File: src/rtl/alu_uart_frame_engine.sv
// Framed UART command engine: opcode, A, B in (LSB first), result and flags out.
// Includes an ALU with zero/carry/overflow/invalid flags and inter-byte timeout.
module alu_uart_frame_engine #(
    parameter int DBIT    = 8,
    parameter int NB_OP   = 6,
    parameter int NB_AB   = 16,
    parameter int TIMEOUT = 1000000,
    parameter int NB_TO   = 20
) (
    input  logic            clock,
    input  logic            i_reset,
    input  logic            i_rx_empty,
    input  logic [DBIT-1:0] i_r_data,
    output logic            o_rd_uart,
    input  logic            i_tx_full,
    output logic [DBIT-1:0] o_w_data,
    output logic            o_wr_uart,
    output logic            o_busy,
    output logic            o_timeout
);

    localparam int NBYTES = NB_AB / DBIT;
    localparam int NB_CNT = (NBYTES > 1) ? $clog2(NBYTES) : 1;

    localparam logic [NB_CNT-1:0] LAST_BYTE = NB_CNT'(NBYTES - 1);
    localparam logic [NB_TO-1:0]  TO_LAST   = NB_TO'(TIMEOUT - 1);
    localparam logic [NB_AB-1:0]  SH_LIM    = NB_AB'(NB_AB);

    localparam logic [NB_OP-1:0] OP_ADD = NB_OP'(6'b100000);
    localparam logic [NB_OP-1:0] OP_SUB = NB_OP'(6'b100010);
    localparam logic [NB_OP-1:0] OP_AND = NB_OP'(6'b100100);
    localparam logic [NB_OP-1:0] OP_OR  = NB_OP'(6'b100101);
    localparam logic [NB_OP-1:0] OP_XOR = NB_OP'(6'b100110);
    localparam logic [NB_OP-1:0] OP_SRA = NB_OP'(6'b000011);
    localparam logic [NB_OP-1:0] OP_SRL = NB_OP'(6'b000010);
    localparam logic [NB_OP-1:0] OP_NOR = NB_OP'(6'b100111);

    typedef enum logic [2:0] {
        IDLE,
        RX_A,
        RX_B,
        EXEC,
        TX_RES,
        TX_FLG
    } state_t;

    state_t            state;
    logic [NB_CNT-1:0] byte_cnt;
    logic [NB_TO-1:0]  to_cnt;
    logic [NB_OP-1:0]  opcode;
    logic [NB_AB-1:0]  a;
    logic [NB_AB-1:0]  b;
    logic [NB_AB-1:0]  result;
    logic [DBIT-1:0]   flags;

    logic              rx_state;
    logic              tx_state;
    logic              pop;
    logic              push;
    logic              last_byte;

    logic [NB_AB:0]    sum;
    logic [NB_AB-1:0]  diff;
    logic              big_shift;
    logic [NB_AB-1:0]  alu_res;
    logic              alu_c;
    logic              alu_v;
    logic              alu_inv;
    logic [DBIT-1:0]   alu_flags;

    // Handshakes are combinational so pop/push land on the same edge as capture.
    assign rx_state  = (state == IDLE) || (state == RX_A) || (state == RX_B);
    assign tx_state  = (state == TX_RES) || (state == TX_FLG);
    assign pop       = i_reset && rx_state && !i_rx_empty;
    assign push      = i_reset && tx_state && !i_tx_full;
    assign last_byte = (byte_cnt == LAST_BYTE);

    assign o_rd_uart = pop;
    assign o_wr_uart = push;
    assign o_busy    = (state != IDLE);

    always_comb begin
        o_w_data = '0;
        if (state == TX_RES) begin
            o_w_data = result[byte_cnt*DBIT +: DBIT];
        end else if (state == TX_FLG) begin
            o_w_data = flags;
        end
    end

    always_comb begin
        sum       = {1'b0, a} + {1'b0, b};
        diff      = a - b;
        big_shift = (b >= SH_LIM);
        alu_res   = '0;
        alu_c     = 1'b0;
        alu_v     = 1'b0;
        alu_inv   = 1'b0;
        unique case (1'b1)
            (opcode == OP_ADD): begin
                alu_res = sum[NB_AB-1:0];
                alu_c   = sum[NB_AB];
                alu_v   = (a[NB_AB-1] == b[NB_AB-1]) &&
                          (sum[NB_AB-1] != a[NB_AB-1]);
            end
            (opcode == OP_SUB): begin
                alu_res = diff;
                alu_c   = (a < b);
                alu_v   = (a[NB_AB-1] != b[NB_AB-1]) &&
                          (diff[NB_AB-1] != a[NB_AB-1]);
            end
            (opcode == OP_AND): alu_res = a & b;
            (opcode == OP_OR):  alu_res = a | b;
            (opcode == OP_XOR): alu_res = a ^ b;
            (opcode == OP_NOR): alu_res = ~(a | b);
            // Shift amount is all of B; oversize shifts saturate explicitly.
            (opcode == OP_SRA): begin
                if (big_shift) begin
                    alu_res = {NB_AB{a[NB_AB-1]}};
                end else begin
                    alu_res = $signed(a) >>> b;
                end
            end
            (opcode == OP_SRL): begin
                if (big_shift) begin
                    alu_res = '0;
                end else begin
                    alu_res = a >> b;
                end
            end
            default: alu_inv = 1'b1;
        endcase
        alu_flags = {{(DBIT-4){1'b0}}, alu_inv, alu_v, alu_c, (alu_res == '0)};
    end

    always_ff @(posedge clock) begin
        if (!i_reset) begin
            state     <= IDLE;
            byte_cnt  <= '0;
            to_cnt    <= '0;
            opcode    <= '0;
            a         <= '0;
            b         <= '0;
            result    <= '0;
            flags     <= '0;
            o_timeout <= 1'b0;
        end else begin
            o_timeout <= 1'b0;
            unique case (state)
                IDLE: begin
                    if (pop) begin
                        opcode   <= i_r_data[NB_OP-1:0];
                        byte_cnt <= '0;
                        to_cnt   <= '0;
                        state    <= RX_A;
                    end
                end
                RX_A, RX_B: begin
                    if (pop) begin
                        if (state == RX_A) begin
                            a[byte_cnt*DBIT +: DBIT] <= i_r_data;
                        end else begin
                            b[byte_cnt*DBIT +: DBIT] <= i_r_data;
                        end
                        to_cnt <= '0;
                        if (last_byte) begin
                            byte_cnt <= '0;
                            state    <= (state == RX_A) ? RX_B : EXEC;
                        end else begin
                            byte_cnt <= byte_cnt + 1'b1;
                        end
                    end else if (to_cnt == TO_LAST) begin
                        o_timeout <= 1'b1;
                        to_cnt    <= '0;
                        byte_cnt  <= '0;
                        state     <= IDLE;
                    end else begin
                        to_cnt <= to_cnt + 1'b1;
                    end
                end
                EXEC: begin
                    result   <= alu_res;
                    flags    <= alu_flags;
                    byte_cnt <= '0;
                    state    <= TX_RES;
                end
                TX_RES: begin
                    if (push) begin
                        if (last_byte) begin
                            byte_cnt <= '0;
                            state    <= TX_FLG;
                        end else begin
                            byte_cnt <= byte_cnt + 1'b1;
                        end
                    end
                end
                TX_FLG: begin
                    if (push) begin
                        state <= IDLE;
                    end
                end
                default: state <= IDLE;
            endcase
        end
    end

endmodule

File: config.mk
export PLATFORM = sky130hd
export DESIGN_NAME = alu_uart_frame_engine
export DESIGN_NICKNAME = d
export VERILOG_FILES = /design/src/rtl/alu_uart_frame_engine.sv
export SDC_FILE = /design/constraint.sdc
export NUM_CORES = 1
export LEC_CHECK = 0
export BUFFER_PORTS_ARGS = -buffer_cell sky130_fd_sc_hd__buf_2
export CAP_MARGIN = 20
export CORE_UTILIZATION = 64
export CTS_CLUSTER_DIAMETER = 60
export DETAILED_ROUTE_END_ITERATION = 10
export GPL_TIMING_DRIVEN = 0
export PLACE_DENSITY = 0.93
export SYNTH_ARGS = -nofsm -noshare
export SYNTH_HDL_FRONTEND = slang
export SYNTH_SLANG_ARGS = --single-unit
File: constraint.sdc
create_clock -name clock -period 4.6 [get_ports clock]
set_input_delay 0.46 -clock clock [delete_from_list [all_inputs] [get_ports clock]]
set_output_delay 0.46 -clock clock [all_outputs]
set_load 0.01 [all_outputs]
==> metrics.md <==
| Metric | Value |
|---|---|
| Post-Synth XOR/XNOR Area | 0.0386 |
| Psw | roughly 0.82 mW |
| Synth Area in Compound Gates | 0.239 |
| Met1 Use GR | 0.547 |
| Asr flop ratio synth | 0 |
| TritonRoute pass-1 iters | 9 |
| DRC errors left | 4 |
| Rel. slew slack | 0.295 |
| Layout area overhead | 8.01% |
| Drt wl/cell | around 23 um |
| Sequential cell area | 1660 um^2 |
| Inst Count DP | approximately 1200 |
| Placer Congestion | 1.03 |
| Largest net degree at the start of global routing | 15 |
| Required @ worst endpoint | roughly 4.9 ns |
| Final ANT Viol Nets | 0 |
| Crit path kind | reg2reg |
| Post-route insts no fill | 1171 |
| Worst-Margin Slew | 1.05 ns |
| Adder-cell area share of the yosys netlist | 0.0863 |
| Clock slew at reported path FFs | 0.06 ns |
| Ant diodes | 0 |
| Hold Vio Cnt, Final | 0 |
| Synth Cell Area | 7720 um^2 |
| Die height | ~110 um |
| Num CTS Buffers | 9 |
| Top FF cell, synth | dfxtp_1 |
| Core Region | 11600 um^2 |
| Remaining Overflow, GRT | 0 |
| Post-Syn Area per Cell | 7.82 um^2 |
| Register bit total from synthesis | 83 |
| Tmin final | 4.38 ns |
| Final worst slack | 0.216 ns |
| Met3 GRT Util | 0.0953 |
| Via density | ~7 |
| Site Rows | 39 |
| Post-CTS sizing | 0 |
| Max clock buf depth | 2 |
| CP Launch Type | flop |
| Seq/Total Area, Yosys | 0.215 |
| Post-CTS Repair Setup Buffers | 0 |
| Status | finished, violations left |
| Total Nets Final | approximately 1100 |
| Number of synthesized flops with an enable pin | 0 |
| Violated checks | DRC |
| Peak supply drop | between 300 and 400 uV |
| Final slew viol count | 0 |
| Switching share of power | 0.364 |
| Clk_lat worst skew | about 0.35 ns |
| CTS tree | built |
| Worst Path Arrival | roughly 4.6 ns |
| Period Utilization, post-route | 0.953 |
| Fillers | 920 |
| Max-cap violations | 0 |
| Distinct cell type count after synthesis | 86 |
| 1st-iter DRT viols | about 1200 |
| First-pass GRT wire length | ~42 mm |
| H-tree Lvls | 3 |
| Sequential share of power | 0.351 |
| F_max | 0.228 GHz |
| Largest family of logic cells by synthesized area | compound AO/OA/AOI/OAI gates |
| Cell Int Power | around 1.4 mW |
| Initial antenna violation count | 0 |
| Via count | about 8300 |
| Post-synthesis simple-gate area fraction | 0.225 |
| Min-delay worst type | in2reg |
| Die Width | about 110 um |
| Starting density of the core | 0.667 |
| CP endpoint kind | flop |
| Power density cells | 269 nW/um^2 |
| Multi-input logic area | between 5000 and 6000 um^2 |
| Tot GR Track Use | 0.433 |
| GRT busiest layer | met2 |
| Comb pwr share | 0.314 |
| Number of global-route vias before repair | about 7600 |
| Mux contribution to synthesized area | 0.135 |
| Min Hold Slack | just under 0.4 ns |
| Setup TNS | 0 ns |
| Fraction of layout cells with a size suffix above 1 | 0.0953 |
| Hpwl dp | slightly above 20 mm |
| Leakage | between 3 and 4 nW |
| Peak fanout along the critical path | 11 |
| CTS root buf | clkbuf_16 |
| Net Count, Synth | 1051 |
| Grt met2 use | 0.706 |
| Setup violators final | 0 |
| Hold buffer count at cts | 0 |
| Clock Power Share | 0.335 |
| Clk sinks | 83 |
| Final wirelength | approximately 27 mm |
| Worst Skew | 0.00509 ns |
| Cells after Synth | 987 |
| RSZ-0062 raised after global routing | no |
| Pre-CTS WS | between 0.4 and 0.5 ns |
| Boundary Pins | 24 |
| Synth Warn # | 0 |
| Number of I/O port buffers | 23 |
| Die area | roughly 12000 um^2 |
==> synthesized netlist by cell type (5+ instances only) <==
master,instances,share of area
nand3_1,22,0.014
mux2i_1,67,0.087
o211ai_1,10,0.0097
mux4_2,14,0.041
xnor2_1,25,0.028
inv_1,46,0.022
a31oi_1,14,0.011
clkbuf_1,49,0.024
nor4_1,9,0.0073
a211oi_1,29,0.028
xor2_1,9,0.010
buf_2,12,0.0078
a21o_1,8,0.0078
ha_1,50,0.081
mux2_2,5,0.0073
a221oi_1,7,0.0079
o21ai_0,53,0.034
nor2_1,119,0.058
a311oi_1,8,0.0091
and3_1,15,0.012
nor2b_1,9,0.0073
or3_1,9,0.0073
a22oi_1,7,0.0068
nand2b_1,9,0.0073
or2_2,7,0.0057
nand2_1,81,0.039
dfxtp_1,83,0.22
o31ai_1,5,0.0049
nor3_1,27,0.018
a211o_1,6,0.0068
nand4_1,14,0.011
a41oi_1,6,0.0068
a21oi_1,55,0.036
o221ai_1,8,0.0091
==> path summary, 6_finish.rpt <==
kind                              start               endpoint  slack, ns  cells after the start
setup / recovery      b[2]$_SDFFE_PN0P_  flags[0]$_SDFFE_PN0P_       0.22                     13
hold / removal               i_rx_empty   o_timeout$_SDFF_PP0_       0.39                      2
setup reg to reg      b[2]$_SDFFE_PN0P_  flags[0]$_SDFFE_PN0P_       0.22                     13
hold reg to reg   flags[2]$_SDFFE_PN0P_  flags[2]$_SDFFE_PN0P_       0.49                      2
==> critical path, stage by stage, from the launching register on <==
cell      delay [ns]
dfxtp_1         0.35
clkbuf_1        0.46
inv_1           0.15
clkbuf_1        0.34
ha_1            0.52
o21ai_0         0.18
o21ai_0         0.58
nand2_1         0.15
o221a_2         0.27
o311ai_0        0.48
nand2_1         0.11
o32ai_1         0.21
nand2_1         0.12
o41ai_2         0.34
==> area by class of cell <==
type,count,area share
Multi-Input combinational cell,788,0.671
Sequential cell,83,0.199
Buffer,66,0.0333
Clock buffer,11,0.0291
Inverter,50,0.0225
Tap cell,143,0.0215
Timing Repair Buffer,25,0.0156
Clock inverter,5,0.00736
==> logic make-up after synthesis <==
family / Yosys count
XOR/XNOR: 34
multiplexers: 86
AO/OA/AOI/OAI: 264
buffers and inverters: 116
AND/OR/NAND/NOR: 352
adder cells (fa/ha/maj): 52
flip-flops: 83
==> power by group through the flow <==
stage	clock network, mW	logic, mW	registers, mW
2_1_floorplan	0	0.492	0.787
3_3_place_gp	0	0.652	0.798
5_1_grt	0.782	0.755	0.790
4_1_cts	0.750	0.679	0.785
3_5_place_dp	0	0.674	0.800
6_report	0.751	0.703	0.787
==> registers in the layout, summed over array words and instances, names as in the netlist <==
signal and count:
flags 4, b 16, opcode 6, byte_cnt 1, o_timeout 1, state 3
result 16, a 16, to_cnt 20
==> cell usage in the layout, fill, tap and decap left out, drive strengths merged, types with 5 or more instances in the layout <==
cell type,instances
nor4,11
dfxtp,83
or2,7
clkbuf,60
o31ai,5
mux2,5
nand4,14
xor2,9
a22oi,7
mux4,14
xnor2,25
o211ai,10
nand2b,9
o21ai,53
a221oi,7
nor2b,9
mux2i,67
a211o,6
ha,50
a31oi,14
or3,9
a21oi,55
a41oi,6
nor3,29
buf,41
o221ai,8
nand3,23
nor2,120
inv,48
a21o,8
nand2,81
a311oi,8
and3,15
a211oi,30
==> per-stage QoR <==
stage	instance area, um^2	total power, mW	utilization
2_1_floorplan	7720	1.28	-
3_3_place_gp	8010	1.45	0.693
3_5_place_dp	8030	1.47	0.694
4_1_cts	8330	2.21	0.721
5_1_grt	8330	2.33	0.721
6_report	8330	2.24	0.721
==> layer usage <==
metal | routed length [um] | vias up | part of all wire
li1 | - | 3703 | -
met1 | 10600 | 3958 | 0.39
met2 | 12300 | 562 | 0.46
met3 | 2890 | 104 | 0.11
met4 | 1170 | 0 | 0.043
met5 | 0 | - | 0
Note: power is estimated with default switching activity, not from simulation.
